<file path="config.mk">
export PLATFORM = sky130hd
export DESIGN_NAME = uart_tx_core
export DESIGN_NICKNAME = d
export VERILOG_FILES = /design/src/rtl/uart_tx_core.sv
export SDC_FILE = /design/constraint.sdc
export NUM_CORES = 1
export LEC_CHECK = 0
export BUFFER_PORTS_ARGS = -buffer_cell sky130_fd_sc_hd__buf_4
export CAP_MARGIN = 25
export CORE_MARGIN = 2
export CORE_UTILIZATION = 25
export CTS_BUF_LIST = sky130_fd_sc_hd__clkbuf_2 sky130_fd_sc_hd__clkbuf_4 sky130_fd_sc_hd__clkbuf_8
export CTS_CLUSTER_DIAMETER = 80
export DETAILED_ROUTE_END_ITERATION = 16
export PLACE_DENSITY_LB_ADDON = 0.1
export SYNTH_ARGS = -nofsm -noshare
export SYNTH_HDL_FRONTEND = slang
export SYNTH_SLANG_ARGS = --single-unit
</file>
<file path="constraint.sdc">
create_clock -name Clk -period 1.42 [get_ports Clk]
set_input_delay 0.142 -clock Clk [delete_from_list [all_inputs] [get_ports Clk]]
set_output_delay 0.142 -clock Clk [all_outputs]
set_load 0.01 [all_outputs]
</file>
<file path="src/rtl/uart_tx_core.sv">
// UART transmitter: start bit, DATA_WIDTH bits LSB first, optional parity, stop; one bit per Clk.
// UART_TX_TWO_STOP_EN selects a two-cycle stop bit. Words are taken only in IDLE; Data_Valid while Busy is dropped.
module uart_tx_core #(
   parameter int DATA_WIDTH = 8
) (
   input  logic                  Clk,
   input  logic                  RST,
   input  logic [DATA_WIDTH-1:0] P_DATA,
   input  logic                  Data_Valid,
   input  logic                  PAR_EN,
   input  logic                  PAR_TYP,
   output logic                  TX_OUT,
   output logic                  Busy
);

   localparam int CW = $clog2(DATA_WIDTH);

   typedef enum logic [2:0] {
      IDLE   = 3'd0,
      START  = 3'd1,
      DATA   = 3'd2,
      PARITY = 3'd3,
      STOP   = 3'd4
   } state_t;

   state_t                state_q;
   logic [CW-1:0]         bit_cnt_q;
   logic [DATA_WIDTH-1:0] data_q;
   logic                  par_en_q;
   logic                  par_bit_q;
   logic                  tx_q;
   logic                  busy_q;
`ifdef UART_TX_TWO_STOP_EN
   logic                  stop_cnt_q;
`endif

   logic                  par_bit_d;
   logic [CW-1:0]         bit_cnt_d;

   // Odd parity is the inverted XOR, so PAR_TYP folds straight in.
   assign par_bit_d = (^P_DATA) ^ PAR_TYP;
   assign bit_cnt_d = bit_cnt_q + 1'b1;

   always_ff @(posedge Clk or negedge RST) begin
      if (!RST) begin
         state_q    <= IDLE;
         bit_cnt_q  <= '0;
         data_q     <= '0;
         par_en_q   <= 1'b0;
         par_bit_q  <= 1'b0;
         tx_q       <= 1'b1;
         busy_q     <= 1'b0;
`ifdef UART_TX_TWO_STOP_EN
         stop_cnt_q <= 1'b0;
`endif
      end else begin
         case (state_q)
            IDLE: begin
               tx_q   <= 1'b1;
               busy_q <= 1'b0;
               if (Data_Valid) begin
                  data_q    <= P_DATA;
                  par_en_q  <= PAR_EN;
                  par_bit_q <= par_bit_d;
                  state_q   <= START;
                  tx_q      <= 1'b0;
                  busy_q    <= 1'b1;
               end
            end
            START: begin
               state_q <= DATA;
               tx_q    <= data_q[0];
            end
            // Outputs are registered, so each branch loads the bit the next state shows.
            DATA: begin
               if (bit_cnt_q == CW'(DATA_WIDTH - 1)) begin
                  bit_cnt_q <= '0;
                  if (par_en_q) begin
                     state_q <= PARITY;
                     tx_q    <= par_bit_q;
                  end else begin
                     state_q <= STOP;
                     tx_q    <= 1'b1;
                  end
               end else begin
                  bit_cnt_q <= bit_cnt_d;
                  tx_q      <= data_q[bit_cnt_d];
               end
            end
            PARITY: begin
               state_q <= STOP;
               tx_q    <= 1'b1;
            end
            STOP: begin
               tx_q <= 1'b1;
`ifdef UART_TX_TWO_STOP_EN
               if (!stop_cnt_q) begin
                  stop_cnt_q <= 1'b1;
               end else begin
                  stop_cnt_q <= 1'b0;
                  state_q    <= IDLE;
                  busy_q     <= 1'b0;
               end
`else
               state_q <= IDLE;
               busy_q  <= 1'b0;
`endif
            end
            default: begin
               state_q   <= IDLE;
               bit_cnt_q <= '0;
               tx_q      <= 1'b1;
               busy_q    <= 1'b0;
            end
         endcase
      end
   end

   assign TX_OUT = tx_q;
   assign Busy   = busy_q;

endmodule

</file>
# After elaboration in Yosys (flattened, before gate mapping)
# Cells that the tools add are included.
# totals
ff_bits,18
output_inout_bits,2
# op_classes
add_sub_neg,1
magnitude_cmp,1
n_eq_ne,7
muxes,14
bitwise_logic,1
n_reduce_logical,6
# ops
operator,count
2-to-1 mux 3 bit,4
case mux 3 bit (4 select lines),1
parity 8 bit,1
"equality test 3 x 2 -> 1 bit, second input constant",2
"equality test 3 bit, second input constant",2
case mux 3 bit (2 select lines),1
2-to-1 mux 1 bit,5
"less-than comparator 3 x 4 -> 1 bit, second input constant",1
"!= test 2 bit, second input constant",2
AND reduction 2 bit,2
OR reduction 4 bit,1
"adder 3 x 1 -> 3 bit, second input constant",1
binary-select mux 1 bit (select 3 bit),1
"equality test 3 x 1 -> 1 bit, second input constant",1
zero test 3 bit,1
case mux 1 bit (3 select lines),1
OR reduction 3 bit,1
case mux 1 bit (2 select lines),1
bitwise XOR 1 bit,1

# Logic depth before layout (Yosys ltp)
# Gate-level depths: netlist of run 1.
# depth
depth_word,5
ltp_mapped,6
depth_no_buf,6

# Worst setup path after synthesis of run 1
# Ideal clock, no wire load.
# synth_path
kind,register -> register
from,reg bit_cnt_q[0]
to,"reg tx_q, in the netlist TX_OUT"
t_arrival_ps,1446
slack_ps,-108
path_stages_with_launch,6
path_cell_list,dfrtp_1 -> ha_1 -> mux4_2 -> and2_4 -> a211oi_2 -> o21ai_1
# synth_between
elab_chain_cells,5
word_cells_on_any_way,6
classes_between,add/sub: 1; eq/ne: 1; mux: 4
# synth_rtl
element,line_no,text
"start, declared",27,logic [CW-1:0] bit_cnt_q;
"start signal, assigned",86,bit_cnt_q <= bit_cnt_d;
adder 3 x 1 -> 3 bit,42,assign bit_cnt_d = bit_cnt_q + 1'b1;
binary-select mux 1 bit (select 3 bit),87,tx_q <= data_q[bit_cnt_d];
2-to-1 mux 1 bit (not written as such),87,
2-to-1 mux 1 bit *,76,if (bit_cnt_q == CW'(DATA_WIDTH - 1)) begin
case mux 1 bit (3 select lines) *,57,case (state_q)
"end signal, assigned",72,tx_q <= data_q[0];
"end signal, assigned",80,tx_q <= par_bit_q;
"end signal, assigned",87,
"end, declared",31,logic tx_q;
# Every way passes the cells marked *; elsewhere a longest branch is shown, timed or not. The select of a mux whose other input is x is not followed.
# A chain may end at the register's enable or synchronous reset.

# Worst setup path in the final report of run 1
# Same ends and word-level chain as after synthesis.

==> results of run 1 <==
==> critical path, cell delays in order, from the launching register on <==
cell and delay, ps:
dfrtp_2 450, ha_4 280, mux4_2 270, and2_4 150
a211oi_2 130, o21ai_1 80
==> cell usage after synthesis <==
library cell  instances  area (um2)
nor3_1                2        10.0
dfstp_2               1        26.3
nor2b_1               1        6.26
o21bai_1              1        7.51
and3_1                1        6.26
mux4_2                1        22.5
a211oi_2              1        12.5
and2_4                1        8.76
nand2_1               7        26.3
o21ai_1               1        5.00
mux2_2                9         101
a21oi_1               6        30.0
nor3b_1               1        7.51
xnor2_1               5        43.8
mux4_1                1        26.3
dfrtp_1              17         425
xor2_1                1        8.76
mux2i_1               1        10.0
ha_1                  2        25.0
o21ai_0               5        25.0
nor2_1                6        22.5
buf_2                 2        10.0
xnor3_1               1        22.5
o211ai_1              1        7.51
a2bb2oi_1             1        8.76
inv_1                 3        11.3
nand2b_1              1        6.26
clkbuf_1              1        3.75
==> per-stage QoR <==
stage | hold slack (ps) | TNS (ps) | total power, W | worst slack, ps | utilization [%]
after CTS | 97.2 | -44.1 | 0.00264 | -44.1 | 34.1
final | 96.1 | -29.6 | 0.00262 | -29.6 | 34.4
after floorplan | -154 | 0 | 0.00174 | 17.6 | -
after detailed placement | 28.0 | -29.7 | 0.00220 | -29.7 | 32.3
after global placement | 33.4 | -6.53 | 0.00219 | -6.53 | 32.3
after global routing | 132 | -73.6 | 0.00283 | -73.6 | 34.4
==> sequential cells by signal, summed over array words and instances, names as in the netlist <==
register   cells
Busy           1
data_q         8
par_en_q       1
par_bit_q      1
state_q        3
TX_OUT         1
bit_cnt_q      3
==> timing repair <==
item,in CTS,in global routing
endpoints found under the hold margin,18,0
gates resized for setup,0,3
hold buffers,1,0
endpoints found under the setup margin,1,5
pin swaps,1,0
==> path summary, 6_finish.rpt <==
path	start	to	slack, ps	depth (start not counted)
worst max-delay path	bit_cnt_q[0]$_DFFE_PN0N_	TX_OUT$_DFF_PN1_	-30	5
worst min-delay path	PAR_EN	par_en_q$_DFFE_PN0P_	100	3
worst max register to register	bit_cnt_q[0]$_DFFE_PN0N_	TX_OUT$_DFF_PN1_	-30	5
worst min register to register	data_q[3]$_DFFE_PN0P_	data_q[3]$_DFFE_PN0P_	520	1
max in group asynchronous	RST	TX_OUT$_DFF_PN1_	870	2
min in group asynchronous	RST	data_q[5]$_DFFE_PN0P_	290	2
==> power breakdown <==
| part | internal, W | switching (W) | total (W) |
|---|---|---|---|
| Sequential | 0.000774 | 0.000167 | 0.000941 |
| Clock | 0.000246 | 0.000170 | 0.000416 |
| Combinational | 0.000736 | 0.000523 | 0.00126 |
==> cell usage in the layout (no fill, tap or decap), drive strengths merged, types with 2 or more instances in the layout <==
| cell | Yosys | routed |
|---|---|---|
| dfrtp | 17 | 17 |
| buf | 2 | 22 |
| inv | 3 | 3 |
| nand2 | 7 | 7 |
| mux2 | 9 | 9 |
| a21oi | 6 | 6 |
| clkbuf | 1 | 4 |
| o21ai | 6 | 6 |
| nor2 | 6 | 6 |
| xnor2 | 5 | 5 |
| ha | 2 | 2 |
| mux4 | 2 | 2 |
| nor3 | 2 | 2 |
==> area by class of cell <==
type                       count  area [um2]
sequential                    18         453
multi-input combinational     57         472
fill                         371        2370
tap                           48        60.1
inverter                       3        11.3
timing repair buffer          23         188
clock buffer                   4        55.1
==> logic make-up (layout without fill, tap and decap cells) <==
group,Yosys count,after routing,synth area share [%]
multiplexers,12,12,17.3
flip-flops,18,18,48.7
AO/OA/AOI/OAI,16,16,10.4
AND/OR/NAND/NOR,20,20,10.1
buffers and inverters,6,30,2.70
adder cells (fa/ha/maj),2,2,2.70
XOR/XNOR,7,7,8.10
==> per-layer routing <==
metal | track usage, % | vias up | share of wire, %
li1 | - | 328 | -
met1 | 15.3 | 338 | 48
met2 | 17.0 | 6 | 49
met3 | 1.56 | 2 | 1.7
met4 | 5.59 | 0 | 1.5
met5 | 0 | - | 0
==> flow_summary.toml, run 1 <==
[job]
cap_viol_max_count = 0

[global_route]
overflow = 0
grt_max_degree = 19
grt_pass1_wl_um = 3480
grt_pass1_vias = 692
grt_use_total_pct = 11.1
grt_antenna_before_repair = 0

[synthesis]
ys_seq_area_share_pct = 48.7
synth.distinct_cells = 28
syn_nets = 96
synthCells = 81
synth.avg_cell_area_um2 = 11.4
ys_warn_count = 0
synth_seq_cells = 18
synthesis.area_um2 = 927

[status]
violations = "setup timing"
status = "finished, violations left"

[clocking]
clock_latency_ps = 250
root_buffer = "clkbuf_8"
cts_post_setup_buffers_inserted = 0
numCtsBuffers = 3
clock-sinks = 18
cts_tree = "built"
path_clk_slew_ps = 70
clk_path_buf_depth = 2
htreeDepth = 1

[placement]
place_hpwl_um = 1560
place_inst = 148
portBuffers = 14
gp_congestion = 0.724
placed_area_um2 = 1160

[worst_setup_path]
cp-start-kind = "flop"
critPathKind = "reg -> reg"
worst_ep_arrival_time_ps = 1620
cp.required_ps = 1590
critPathCaptureType = "flop"
crit_fanout = 4

[die]
start_util_pct = 25.7
dieArea_um2 = 4210
io_pins = 15
fp.dieH_um = 64.9
core_region_area_um2 = 3610
die_x_um = 64.9
num_rows = 22

[routing]
drc_errors = 0
wirelength_um = 1960
ant_nets = 0
drt_first_pass_iters = 4
dr_total_vias = 674
first_iter_violations = 18
viasPerCell = 4.41
routedWlPerCell_um = 12.8

[power]
p_per_area_nw_per_um2 = 2110
cellLeakagePower_nw = 0.537
peakVddDrop_mv = 0.393

[sta]
worst_pin_slew_ps = 241
min_period_ps = 1450
maxClockFrequency_mhz = 690
finClkSkew_ps = 0.666
worst_slack_ps = -29.6
setup_viol = 1
final.period_utilization_pct = 102
finalHoldViolCount = 0
drv_slew = 0
rsz0062_at_grt = "yes"
max-slew-margin-rel_pct = 83.8

[cells_and_area]
antenna_cells = 0
syn2layout_area_growth_pct = 33.6
nNetsFinal = 121
fin_cells = 153
design_area_um2 = 1240
drive_above_1_share_pct = 41.0

[hold_path]
min_path_type = "in -> reg"
No activity file was read; power rests on OpenSTA's default activity.
==> run 2, diff against run 1 <==
--- a/config.mk
+++ b/config.mk
@@ -7,8 +7,7 @@
 export LEC_CHECK = 0
 export BUFFER_PORTS_ARGS = -buffer_cell sky130_fd_sc_hd__buf_4
 export CAP_MARGIN = 25
-export CORE_MARGIN = 2
-export CORE_UTILIZATION = 25
+export CORE_UTILIZATION = 50
 export CTS_BUF_LIST = sky130_fd_sc_hd__clkbuf_2 sky130_fd_sc_hd__clkbuf_4 sky130_fd_sc_hd__clkbuf_8
 export CTS_CLUSTER_DIAMETER = 80
 export DETAILED_ROUTE_END_ITERATION = 16
==> flow_summary.toml, run 2 (same netlist as run 1, synthesis figures left out) <==
[status]
status = "finished, violations left"
violations = "setup timing"

[routing]
wl_met2_um = 761
top_layer_used = "met4"
wirelength_met1_um = 790
drt_first_pass_iters = 4
ant_nets = 0
first_iter_violations = 5
wirelength_um = 1610
dr_total_vias = 680
drc_errors = 0
routedWlPerCell_um = 12.6
dr_wl_met3_um = 47
viasPerCell = 5.31

[cells_and_area]
antenna_cells = 0
final_cell_mix = "buf_4, dfrtp_1, mux2_2"
finish.utilization_pct = 67.8
syn2layout_area_growth_pct = 26.2
nNetsFinal = 119
regMostFlops = "data_q"
final_common_cell = "buf_4"
largest_reg_flops = 8
drive_above_1_share_pct = 40.8
reg.largest.list = "data_q: 8 flops, bit_cnt_q: 3 flops, state_q: 3 flops"
n_fill_cell = 141

[job]
cap_viol_max_count = 0

[power]
p_int_w = 0.00161
p_per_area_nw_per_um2 = 2060
sequentialPowerShare_pct = 38.6
p_comb_share_pct = 49.8
total_power_w = 0.00241
peakVddDrop_mv = 1.06
p_sw_w = 0.000806
cellLeakagePower_nw = 0.517
swShare_pct = 33.4
p_clk_share_pct = 11.6

[worst_setup_path]
r2r-end = "TX_OUT$_DFF_PN1_"
rrSetupSlack_ps = -50
worst_ep_arrival_time_ps = 1680
r2r-start = "bit_cnt_q[0]$_DFFE_PN0N_"
path_cells = "ha_4, mux4_2, and2_4, a211oi_2, o21ai_1"
cp.required_ps = 1630
critical_path_buf_inv_count = 0
critPathCaptureType = "flop"
cpLargestDelayFamily = "flip-flops"
cp-start-kind = "flop"
cpPeakStageDelay_ps = 470
critPathKind = "reg -> reg"
crit_fanout = 4
slowest_stage = "dfrtp_2"
rr_worst_depth = 5
crit_start = "bit_cnt_q[0]$_DFFE_PN0N_"

[sta]
finClkSkew_ps = 7.37
tns_ps = -46.8
worst_pin_slew_ps = 231
max-slew-margin-rel_pct = 84.6
final.period_utilization_pct = 103
setup_viol = 1
drv_slew = 0
finalHoldViolCount = 0
min_period_ps = 1470
worst_slack_ps = -46.8
rsz0062_at_grt = "yes"
maxClockFrequency_mhz = 682

[die]
start_util_pct = 53.7
fp.dieH_um = 45.1
io_pins = 15
die_x_um = 45.1
core_region_area_um2 = 1730
dieArea_um2 = 2030
num_rows = 15

[clocking]
clock-sinks = 18
cts_tree = "built"
clock_latency_ps = 290
numCtsBuffers = 3
path_clk_slew_ps = 100
root_buffer = "clkbuf_4"
cts_post_setup_buffers_inserted = 0
htreeDepth = 1
clk_path_buf_depth = 2

[placement]
place_hpwl_um = 1230
portBuffers = 14
gp_congestion = 0.817

[global_route]
grt_pass1_vias = 618
grt_use_total_pct = 19.0
overflow = 0
grt_pass1_wl_um = 2710
grt_antenna_before_repair = 0
grt_max_degree = 19

[hold_path]
min_path_cells = 3
whs_endpoint = "par_en_q$_DFFE_PN0P_"
min_from = "PAR_EN"
min_path_type = "in -> reg"
[run 2: cell types whose count changed in the layout (fill, tap and decap cells not counted)]
cell / delta
buf_4: -2
clkbuf_4: +4
clkbuf_8: -4
inv_1: -1
inv_2: +1
[run 2: worst max-delay path by stage]
stage                            end  slack [ps]  cells past startpoint
CTS                 TX_OUT$_DFF_PN1_         -60                      5
floorplan           TX_OUT$_DFF_PN1_          20                      5
detailed placement  TX_OUT$_DFF_PN1_         -40                      5
finish              TX_OUT$_DFF_PN1_         -50                      5
global route        TX_OUT$_DFF_PN1_        -120                      5
global placement    TX_OUT$_DFF_PN1_          20                      5
[run 2: worst min-delay path: stages]
cell	delay (ps)
buf_4	70
nand2_1	30
o21ai_0	60
[run 2: cell type report]
cell class	instances	area (um2)	area share, %
clock buffers	4	30.0	2.57
inverters	3	11.3	0.963
multi-input cells	57	472	40.3
flip-flops and latches	18	453	38.7
well taps	25	31.3	2.67
repair buffers	21	173	14.8
[run 2: routing by layer]
metal	GRT usage, %	up-vias
li1	-	327
met1	27.7	340
met2	28.1	11
met3	2.40	2
met4	9.09	0
met5	0	-
[run 2: metrics by stage]
step | worst slack [ps] | hold slack, ps | area [um2] | instances
after global routing | -121 | 62.0 | 1170 | 128
after floorplan | 17.6 | -154 | 943 | 81
after global placement | 15.8 | 21.6 | 1120 | 123
final | -46.8 | 55.2 | 1170 | 128
after detailed placement | -44.6 | 23.2 | 1120 | 123
after CTS | -59.3 | 42.6 | 1160 | 128
[run 2: power groups by stage]
stage                     combinational, W  sequential [W]  clock, W
after floorplan                   0.000830        0.000915         0
after global placement             0.00114        0.000938         0
after detailed placement           0.00118        0.000946         0
after CTS                          0.00118        0.000932  0.000299
after global routing               0.00133        0.000965  0.000308
final                              0.00120        0.000932  0.000279
[run 2: timing repair]
item / 4_1_cts / 5_1_grt
hold endpoints to repair: 18 / 0
pin swaps: 1 / 0
setup endpoints to repair: 1 / 6
hold buffers: 1 / 0
resized for setup: 0 / 4
==> run 3, diff against run 2 <==
--- a/config.mk
+++ b/config.mk
@@ -8,7 +8,7 @@
 export BUFFER_PORTS_ARGS = -buffer_cell sky130_fd_sc_hd__buf_4
 export CAP_MARGIN = 25
 export CORE_UTILIZATION = 50
-export CTS_BUF_LIST = sky130_fd_sc_hd__clkbuf_2 sky130_fd_sc_hd__clkbuf_4 sky130_fd_sc_hd__clkbuf_8
+export CTS_BUF_LIST = sky130_fd_sc_hd__clkbuf_8
 export CTS_CLUSTER_DIAMETER = 80
 export DETAILED_ROUTE_END_ITERATION = 16
 export PLACE_DENSITY_LB_ADDON = 0.1
==> flow_summary.toml, run 3 (same netlist as run 1, synthesis figures left out) <==
[hold_path]
min_path_cells = 3
min_path_type = "in -> reg"

[cells_and_area]
reg.largest.list = "data_q: 8 flops, bit_cnt_q: 3 flops, state_q: 3 flops"
antenna_cells = 0
nNetsFinal = 119
final_common_cell = "buf_4"
finish.utilization_pct = 68.6
syn2layout_area_growth_pct = 27.8
design_area_um2 = 1180
final_cell_mix = "buf_4, dfrtp_1, mux2_2"
largest_reg_flops = 8
regMostFlops = "data_q"
drive_above_1_share_pct = 39.8
fin_cells = 128

[clocking]
numCtsBuffers = 3
root_buffer = "clkbuf_8"
clock_latency_ps = 250
htreeDepth = 1
clock-sinks = 18
path_clk_slew_ps = 70
clk_path_buf_depth = 2
cts_tree = "built"

[sta]
rsz0062_at_grt = "yes"
drv_slew = 0
final.period_utilization_pct = 102
max-slew-margin-rel_pct = 84.7
setup_viol = 1
worst_slack_ps = -33.5
whs_ps = 91.5
finClkSkew_ps = 1.30
maxClockFrequency_mhz = 688
finalHoldViolCount = 0
tns_ps = -33.5
min_period_ps = 1450
worst_pin_slew_ps = 230

[worst_setup_path]
critPathKind = "reg -> reg"
crit_fanout = 4
rr_worst_depth = 5
critPathCaptureType = "flop"
worst_ep_arrival_time_ps = 1630
cp-start-kind = "flop"
cp.required_ps = 1600

[routing]
first_iter_violations = 3
routedWlPerCell_um = 13.0
drc_errors = 0
ant_nets = 0
wirelength_um = 1670
dr_total_vias = 682
drt_first_pass_iters = 4
viasPerCell = 5.33

[global_route]
grt_pass1_vias = 609
grt_pass1_wl_um = 2700
overflow = 0
grt_use_total_pct = 19.2
grt_antenna_before_repair = 0
grt_max_degree = 19

[placement]
place_inst = 123
gp_congestion = 0.817
portBuffers = 14
place_hpwl_um = 1230
placed_area_um2 = 1120

[die]
core_region_area_um2 = 1730
die_x_um = 45.1
fp.dieH_um = 45.1
num_rows = 15
io_pins = 15
start_util_pct = 53.7
dieArea_um2 = 2030

[status]
violations = "setup timing"
status = "finished, violations left"

[job]
cap_viol_max_count = 0

[power]
peakVddDrop_mv = 1.13
p_per_area_nw_per_um2 = 2120
cellLeakagePower_nw = 0.525
run 3: cell count changes in the layout (fill, tap and decap cells not counted):
cell	delta
clkbuf_4	-4
clkbuf_8	+3
inv_1	+1
run 3: path summary, 6_finish.rpt:
kind	slack, ps	start	endpoint
max reg2reg	-30	bit_cnt_q[0]$_DFFE_PN0N_	TX_OUT$_DFF_PN1_
min in group asynchronous	290	RST	data_q[5]$_DFFE_PN0P_
min	90	PAR_EN	par_en_q$_DFFE_PN0P_
max	-30	bit_cnt_q[0]$_DFFE_PN0N_	TX_OUT$_DFF_PN1_
max in group asynchronous	880	RST	TX_OUT$_DFF_PN1_
min reg2reg	510	data_q[3]$_DFFE_PN0P_	data_q[3]$_DFFE_PN0P_
run 3: power breakdown:
part | switching [W] | leakage, nW | internal [W]
sequential | 0.000161 | 0.217 | 0.000773
clock | 0.000173 | 0.0269 | 0.000192
combinational | 0.000503 | 0.281 | 0.000708
run 3: timing repair:
| action | CTS | global route |
|---|---|---|
| cloned | 0 | 0 |
| buffers inserted | 0 | 0 |
| pin swaps | 1 | 0 |
| endpoints found under the hold margin | 18 | 0 |
| endpoints found under the setup margin | 1 | 5 |
| hold buffers | 1 | 0 |
| gates resized for setup | 0 | 4 |
run 3: layer usage:
layer	routed length, um	share of wire (%)	GRT usage [%]
met1	800	48	27.4
met2	766	46	28.1
met3	75	4.5	3.60
met4	24	1.4	9.09
met5	0	0	0
run 3: final cells by class:
cell class | instances | area (um2)
fillers | 141 | 542
multi-input cells | 57 | 472
flip-flops and latches | 18 | 453
repair buffers | 21 | 173
clock buffers | 3 | 41.3
well taps | 25 | 31.3
inverters | 3 | 11.3
clock inverters | 1 | 3.75
run 3: critical path, cell delays in order, from the launching register on:
cell	delay (ps)
dfrtp_2	460
ha_4	290
mux4_2	270
and2_4	150
a211oi_2	130
o21ai_1	80
run 3: through the flow:
stage               total power [W]  setup WS [ps]
CTS                         0.00249          -46.0
detailed placement          0.00213          -44.6
global route                0.00269           -110
global placement            0.00208           15.8
finish                      0.00251          -33.5
floorplan                   0.00174           17.6
